[config.mk]
export PLATFORM = sky130hd
export DESIGN_NAME = unidade_multiplicacao_flat
export DESIGN_NICKNAME = d
export VERILOG_FILES = /design/src/rtl/unidade_multiplicacao_if.sv /design/src/rtl/unidade_multiplicacao.sv /design/src/flat_wrapper.sv
export SDC_FILE = /design/constraint.sdc
export NUM_CORES = 1
export LEC_CHECK = 0
export ABC_AREA = 1
export CAP_MARGIN = 30
export CORE_ASPECT_RATIO = 0.8
export CORE_MARGIN = 3
export CORE_UTILIZATION = 30
export DETAILED_ROUTE_END_ITERATION = 7
export SYNTH_ARGS = -nofsm -noshare
export SYNTH_HDL_FRONTEND = slang
export SYNTH_SLANG_ARGS = --single-unit
[constraint.sdc]
create_clock -name CLK -period 2.4 [get_ports CLK]
set_input_delay 0.48 -clock CLK [delete_from_list [all_inputs] [get_ports CLK]]
set_output_delay 0.48 -clock CLK [all_outputs]
set_load 0.05 [all_outputs]
[src/rtl/unidade_multiplicacao_if.sv]
// unidade_multiplicacao_if -- handshake and data bus of the multiply unit.
//
// Groups the start request, operands and destination index (master -> slave)
// with the busy/done status, product, flags and register-file write port
// (slave -> master). CLK and RST are not part of the bundle.
//
// Optional feature macro: MULT_ACC_EN adds CTRLAcumula and Acumulador (MLA).
//
// Signals:
//   Inicio          start request
//   Operando1/2     multiplicand / multiplier
//   RDEntrada       destination register index
//   CTRLAcumula     accumulate select        (MULT_ACC_EN only)
//   Acumulador      MLA addend               (MULT_ACC_EN only)
//   Ocupado         operation in progress
//   Pronto          one-cycle completion pulse
//   Resultado       product (register-file write data)
//   RDSaida         destination index (register-file write address)
//   CTRLEscritaReg  register-file write enable
//   FlagN, FlagZ    sign and zero of Resultado
interface unidade_multiplicacao_if #(
  parameter int unsigned LARGURA = 32
);

  logic               Inicio;
  logic [LARGURA-1:0] Operando1;
  logic [LARGURA-1:0] Operando2;
  logic [4:0]         RDEntrada;
`ifdef MULT_ACC_EN
  logic               CTRLAcumula;
  logic [LARGURA-1:0] Acumulador;
`endif
  logic               Ocupado;
  logic               Pronto;
  logic [LARGURA-1:0] Resultado;
  logic [4:0]         RDSaida;
  logic               CTRLEscritaReg;
  logic               FlagN;
  logic               FlagZ;

`ifdef MULT_ACC_EN
  modport master (
    output Inicio, Operando1, Operando2, RDEntrada, CTRLAcumula, Acumulador,
    input  Ocupado, Pronto, Resultado, RDSaida, CTRLEscritaReg, FlagN, FlagZ
  );

  modport slave (
    input  Inicio, Operando1, Operando2, RDEntrada, CTRLAcumula, Acumulador,
    output Ocupado, Pronto, Resultado, RDSaida, CTRLEscritaReg, FlagN, FlagZ
  );
`else
  modport master (
    output Inicio, Operando1, Operando2, RDEntrada,
    input  Ocupado, Pronto, Resultado, RDSaida, CTRLEscritaReg, FlagN, FlagZ
  );

  modport slave (
    input  Inicio, Operando1, Operando2, RDEntrada,
    output Ocupado, Pronto, Resultado, RDSaida, CTRLEscritaReg, FlagN, FlagZ
  );
`endif

endinterface

[src/rtl/unidade_multiplicacao.sv]
// unidade_multiplicacao -- iterative 32x32 shift-and-add multiplier.
//
// Accepts an operation in OCIOSO when Inicio is high, then spends exactly 32
// CALCULA cycles adding the shifted multiplicand for each set multiplier bit.
// The low 32 bits of the product (plus the optional addend) are registered
// together with FlagN/FlagZ/RDSaida on entry to FIM, where Pronto and
// CTRLEscritaReg pulse for one cycle. Latency is fixed; there is no early exit.
//
// Optional feature macro: MULT_ACC_EN -- when defined the accumulator loads
// Acumulador on acceptance if CTRLAcumula is high (MLA), otherwise zero (MUL).
//
// Ports:
//   CLK  clock, all state on rising edge
//   RST  synchronous active-high reset; aborts any operation without Pronto
//   mult slave side of unidade_multiplicacao_if (see interface header)
module unidade_multiplicacao #(
  parameter int unsigned LARGURA = 32
) (
  input logic                   CLK,
  input logic                   RST,
  unidade_multiplicacao_if.slave mult
);

  // Only the 32-bit datapath is supported.
  if (LARGURA != 32) begin : g_largura_invalida
    $error("unidade_multiplicacao: LARGURA must be 32");
  end

  typedef enum logic [1:0] {
    StOcioso  = 2'd0,
    StCalcula = 2'd1,
    StFim     = 2'd2
  } estado_e;

  estado_e            estado_q;
  logic [LARGURA-1:0] multiplicando_q;
  logic [LARGURA-1:0] multiplicador_q;
  logic [LARGURA-1:0] acumulador_q;
  logic [4:0]         contador_q;
  logic [4:0]         rd_q;

  // Registered outputs
  logic               ocupado_q;
  logic               pronto_q;
  logic [LARGURA-1:0] resultado_q;
  logic [4:0]         rd_saida_q;
  logic               flag_n_q;
  logic               flag_z_q;

  logic [LARGURA-1:0] parcela;
  logic [LARGURA-1:0] soma;
  logic [LARGURA-1:0] carga_acumulador;

  // One shift-and-add step; the sum of the last step is also the final result.
  always_comb begin
    parcela = '0;
    if (multiplicador_q[0]) begin
      parcela = multiplicando_q;
    end
    soma = acumulador_q + parcela;
  end

  // Initial accumulator value on acceptance: addend for MLA, zero for MUL.
  always_comb begin
    carga_acumulador = '0;
`ifdef MULT_ACC_EN
    if (mult.CTRLAcumula) begin
      carga_acumulador = mult.Acumulador;
    end
`endif
  end

  always_ff @(posedge CLK) begin
    if (RST) begin
      estado_q        <= StOcioso;
      multiplicando_q <= '0;
      multiplicador_q <= '0;
      acumulador_q    <= '0;
      contador_q      <= '0;
      rd_q            <= '0;
      ocupado_q       <= 1'b0;
      pronto_q        <= 1'b0;
      resultado_q     <= '0;
      rd_saida_q      <= '0;
      flag_n_q        <= 1'b0;
      flag_z_q        <= 1'b0;
    end else begin
      case (estado_q)
        StOcioso: begin
          if (mult.Inicio) begin
            multiplicando_q <= mult.Operando1;
            multiplicador_q <= mult.Operando2;
            rd_q            <= mult.RDEntrada;
            acumulador_q    <= carga_acumulador;
            contador_q      <= '0;
            ocupado_q       <= 1'b1;
            estado_q        <= StCalcula;
          end
        end

        StCalcula: begin
          acumulador_q    <= soma;
          multiplicando_q <= multiplicando_q << 1;
          multiplicador_q <= multiplicador_q >> 1;
          contador_q      <= contador_q + 5'd1;
          // 32nd step: counter about to wrap 31 -> 0.
          if (contador_q == 5'd31) begin
            resultado_q <= soma;
            flag_n_q    <= soma[LARGURA-1];
            flag_z_q    <= (soma == '0);
            rd_saida_q  <= rd_q;
            pronto_q    <= 1'b1;
            estado_q    <= StFim;
          end
        end

        StFim: begin
          // Inicio seen here is dropped, not queued.
          pronto_q  <= 1'b0;
          ocupado_q <= 1'b0;
          estado_q  <= StOcioso;
        end

        default: begin
          pronto_q  <= 1'b0;
          ocupado_q <= 1'b0;
          estado_q  <= StOcioso;
        end
      endcase
    end
  end

  assign mult.Ocupado        = ocupado_q;
  assign mult.Pronto         = pronto_q;
  assign mult.CTRLEscritaReg = pronto_q;
  assign mult.Resultado      = resultado_q;
  assign mult.RDSaida        = rd_saida_q;
  assign mult.FlagN          = flag_n_q;
  assign mult.FlagZ          = flag_z_q;

  // Pronto only ever appears in FIM, and Ocupado tracks the non-idle states.
  a_pronto_em_fim : assert property (@(posedge CLK) disable iff (RST)
    pronto_q |-> (estado_q == StFim));
  a_ocupado_estado : assert property (@(posedge CLK) disable iff (RST)
    ocupado_q == (estado_q != StOcioso));

endmodule
[src/flat_wrapper.sv]
// flat-port wrapper written by rule: the top's interface ports become plain ports
module unidade_multiplicacao_flat 
#(
  parameter int unsigned LARGURA = 32
)
  (CLK, RST, mult_Inicio, mult_Operando1, mult_Operando2, mult_RDEntrada, mult_Ocupado, mult_Pronto, mult_Resultado, mult_RDSaida, mult_CTRLEscritaReg, mult_FlagN, mult_FlagZ);
  unidade_multiplicacao_if #(.LARGURA(LARGURA)) mult_i ();
  input logic CLK;
  input logic RST;
  input wire logic [$bits(mult_i.Inicio)-1:0] mult_Inicio;
  input wire logic [$bits(mult_i.Operando1)-1:0] mult_Operando1;
  input wire logic [$bits(mult_i.Operando2)-1:0] mult_Operando2;
  input wire logic [$bits(mult_i.RDEntrada)-1:0] mult_RDEntrada;
  output wire logic [$bits(mult_i.Ocupado)-1:0] mult_Ocupado;
  output wire logic [$bits(mult_i.Pronto)-1:0] mult_Pronto;
  output wire logic [$bits(mult_i.Resultado)-1:0] mult_Resultado;
  output wire logic [$bits(mult_i.RDSaida)-1:0] mult_RDSaida;
  output wire logic [$bits(mult_i.CTRLEscritaReg)-1:0] mult_CTRLEscritaReg;
  output wire logic [$bits(mult_i.FlagN)-1:0] mult_FlagN;
  output wire logic [$bits(mult_i.FlagZ)-1:0] mult_FlagZ;
  assign mult_i.Inicio = mult_Inicio;
  assign mult_i.Operando1 = mult_Operando1;
  assign mult_i.Operando2 = mult_Operando2;
  assign mult_i.RDEntrada = mult_RDEntrada;
  assign mult_Ocupado = mult_i.Ocupado;
  assign mult_Pronto = mult_i.Pronto;
  assign mult_Resultado = mult_i.Resultado;
  assign mult_RDSaida = mult_i.RDSaida;
  assign mult_CTRLEscritaReg = mult_i.CTRLEscritaReg;
  assign mult_FlagN = mult_i.FlagN;
  assign mult_FlagZ = mult_i.FlagZ;
  unidade_multiplicacao #(.LARGURA(LARGURA)) u_core (.CLK(CLK), .RST(RST), .mult(mult_i));
endmodule
==> flow_metrics.tcl <==
set metrics [dict create \
    outcome "finished with violations" \
    violations "setup timing" \
    grt_pass1_wl_mm 44.2 \
    drive_gt1_share_pct 22.5 \
    muxShareOfSynthArea_pct 0 \
    r2r_slack_ns -0.13 \
    htree_levels 4 \
    syn_area_um2 8460 \
    period_minus_slack_ns 2.53 \
    synth_compound_area_share_pct 17.5 \
    clk_latency_ns 0.43 \
    place_congestion 0.961 \
    die_w_um 194 \
    reg2reg_from "u_core.multiplicador_q[0]$_SDFFE_PP0P_" \
    rr_worst_depth 16 \
    worstMarginPinSlew_ns 0.724 \
    final_util_pct 44.2 \
    ir_drop_mv 0.436 \
    clock-sinks 148 \
    die_area_um2 30300 \
    synth-simple-area-share_pct 27.6 \
    grt-ovfl-total 0 \
    grt_setup_unrepaired "yes" \
    core_area_um2 27500 \
    synth_top_family_by_area "simple AND/OR/NAND/NOR gates" \
    hold_start "u_core.multiplicador_q[8]$_SDFFE_PP0P_" \
    reg2reg_to "u_core.mult.FlagZ$_SDFFE_PP0P_" \
    synth_cell_types 37 \
    tns_ns -0.373 \
    grt_start_max_net_pins 74 \
    clock-root-buffer "clkbuf_16" \
    synth-xor-area-share_pct 0.931 \
    yosysWarnings 0 \
    drtPass1Iterations 5 \
    drt_iter0_drc 671 \
    relSlewSlack_pct 51.7 \
    fin_crit_sh_pct 105 \
    finalNetCount 1608 \
    synth-seq-area-share_pct 35.0 \
    fp.dieH_um 156 \
    ys.flop_type "dfxtp_1" \
    critPathArrivalTime_ns 2.89 \
    ant_nets 0 \
    powerDensity_nw_per_um2 507 \
    multiInputGateArea_um2 5010 \
    pre_cts_slack_ns -0.231 \
    grtUsageTotal_pct 18.2 \
    max-cap-violations 0 \
    synthCells 1289 \
    endpoint "u_core.mult.FlagZ$_SDFFE_PP0P_" \
    setup_viol 4 \
    clock.fmax_mhz 396 \
    num_vias 8859 \
    synth_enable_flop_cells 0 \
    dp.final_hpwl_mm 20.9 \
    rows 54 \
    antenna_found_initial 1 \
    min_path_type "reg2reg" \
    timing.final.ws_setup_ns -0.127 \
    crit_type "reg2reg" \
    initial_core_util_pct 30.8 \
    avgRoutedWirePerCell_um 15.0 \
    synthToLayoutAreaGrowth_pct 43.7 \
    power_leakage_nw 5.57 \
    slew_violations 0 \
    syn_nets 1395 \
    drc 0 \
    worstSetupEndpointType "flip-flop" \
    io-pin-count 114 \
    n_antenna_cell 0 \
    totalWireLength_mm 28.2 \
    clk_pin_slew_ns 0.07 \
    worstSetupStartpoint "u_core.multiplicador_q[0]$_SDFFE_PP0P_" \
    final_common_cell "nand2_1" \
    clockBufferDepth 2 \
    cp_max_fo 11 \
    portBuffers 113 \
    hold_viol_final 0 \
    critPathRequiredTime_ns 2.76 \
    synthArstFlopShare_pct 0 \
    final_cell_mix "nand2_1 (333), inv_1 (226), dfxtp_1 (147)" \
    grt_pass1_vias 8296 \
    synthAdderAreaFrac_pct 5.11 \
    fin_skew_ns 0.0109 \
    ys_ff_latch 148 \
    cts_inserted_buffers 17 \
    start_kind "flip-flop" \
    cts_tree "yes" \
    seq_area_um2 2960 \
    avgSynthCellArea_um2 6.57 \
    fillers 2796 \
    avgViaCountPerCell 4.71 \
]
[layout make-up]
cell class / count / share of cell area, %
Tap cell: 364 / 3.74
Multi-Input combinational cell: 836 / 41.2
Clock buffer: 18 / 3.53
Clock inverter: 14 / 0.977
Inverter: 249 / 7.68
Sequential cell: 148 / 24.4
Timing Repair Buffer: 250 / 18.5
[power breakdown]
| group | leakage, nW | switching (W) | internal, W |
|---|---|---|---|
| Sequential | 1.21 | 0.0000956 | 0.00259 |
| Clock | 0.263 | 0.00118 | 0.00135 |
| Combinational | 4.10 | 0.000509 | 0.000451 |
| Total | 5.57 | 0.00178 | 0.00439 |
[flip-flops by register name (all words and copies together) (netlist names)]
name / flops
u_core.contador_q: 5
u_core.mult.Resultado: 31
u_core.multiplicando_q: 32
u_core.mult.Ocupado: 1
u_core.mult.RDSaida: 5
u_core.estado_q: 2
u_core.mult.CTRLEscritaReg: 1
u_core.mult.FlagN: 1
u_core.rd_q: 5
u_core.multiplicador_q: 32
u_core.mult.FlagZ: 1
u_core.acumulador_q: 32
[worst max-delay path, cell delays in order, from the launching register on]
cell and delay, ns:
dfxtp_2 0.36, buf_12 0.14, buf_4 0.11, nand2_1 0.06, inv_2 0.10, ha_4 0.21, nand2_2 0.14, inv_1 0.08
a21oi_1 0.17, nand2_2 0.11, xnor2_1 0.23, nand3_1 0.16, nor2_2 0.17, nand3_1 0.09, nor2_1 0.09, nand3_1 0.10
a21oi_2 0.12
[how the worst min path moves through the flow]
stage,slack (ns),endpoint,cells past startpoint
2_1_floorplan,0.43,u_core.multiplicador_q[23]$_SDFFE_PP0P_,2
3_3_place_gp,0.43,u_core.multiplicador_q[6]$_SDFFE_PP0P_,2
3_5_place_dp,0.44,u_core.multiplicador_q[13]$_SDFFE_PP0P_,2
4_1_cts,0.45,u_core.multiplicador_q[13]$_SDFFE_PP0P_,2
5_1_grt,0.46,u_core.multiplicador_q[13]$_SDFFE_PP0P_,2
6_report,0.45,u_core.multiplicador_q[8]$_SDFFE_PP0P_,2
[synth_stat cells (9+ instances only)]
library cell  instances  area [µm²]
nand2_1             379        1420
nand2_2              14        87.6
nand3_1              40         200
clkbuf_1             44         165
nor2_2                9        56.3
o211ai_1              9        67.6
a21oi_1             134         671
o221ai_1             61         534
nor2_1               73         274
ha_1                 33         413
dfxtp_1             148        2960
nand4_1              11        68.8
inv_1               245         920
o21ai_0              23         115
[repair_timing]
item | in CTS | in global routing
setup endpoints to repair | 28 | 36
gates resized for setup | 76 | 80
pin swaps | 9 | 13
hold buffers | 0 | 0
setup buffers | 1 | 8
hold endpoints to repair | 0 | 0
gates cloned | 1 | 0
[through the flow]
stage | std cells | total power, W | hold WS, ns | cell area, µm²
6_report | 1879 | 0.00617 | 0.447 | 12200
5_1_grt | 1879 | 0.00643 | 0.456 | 12200
4_1_cts | 1871 | 0.00619 | 0.447 | 11900
3_5_place_dp | 1837 | 0.00360 | 0.437 | 10800
3_3_place_gp | 1837 | 0.00359 | 0.432 | 10800
2_1_floorplan | 1289 | 0.00317 | 0.425 | 8480
[cell families after synthesis]
logic type,after synthesis
and+or+nand+nor,554
buffers and inverters,305
AOI/OAI and AO/OA,239
DFF,148
adders and majority gates,34
xor gates and xnor gates,9
[layer usage]
metal,GRT usage (%),wire length (µm)
met1,25.0,13300
met2,28.5,12400
met3,5.06,2050
met4,4.27,409
met5,0,9
Note: power is estimated with default switching activity, not from simulation.
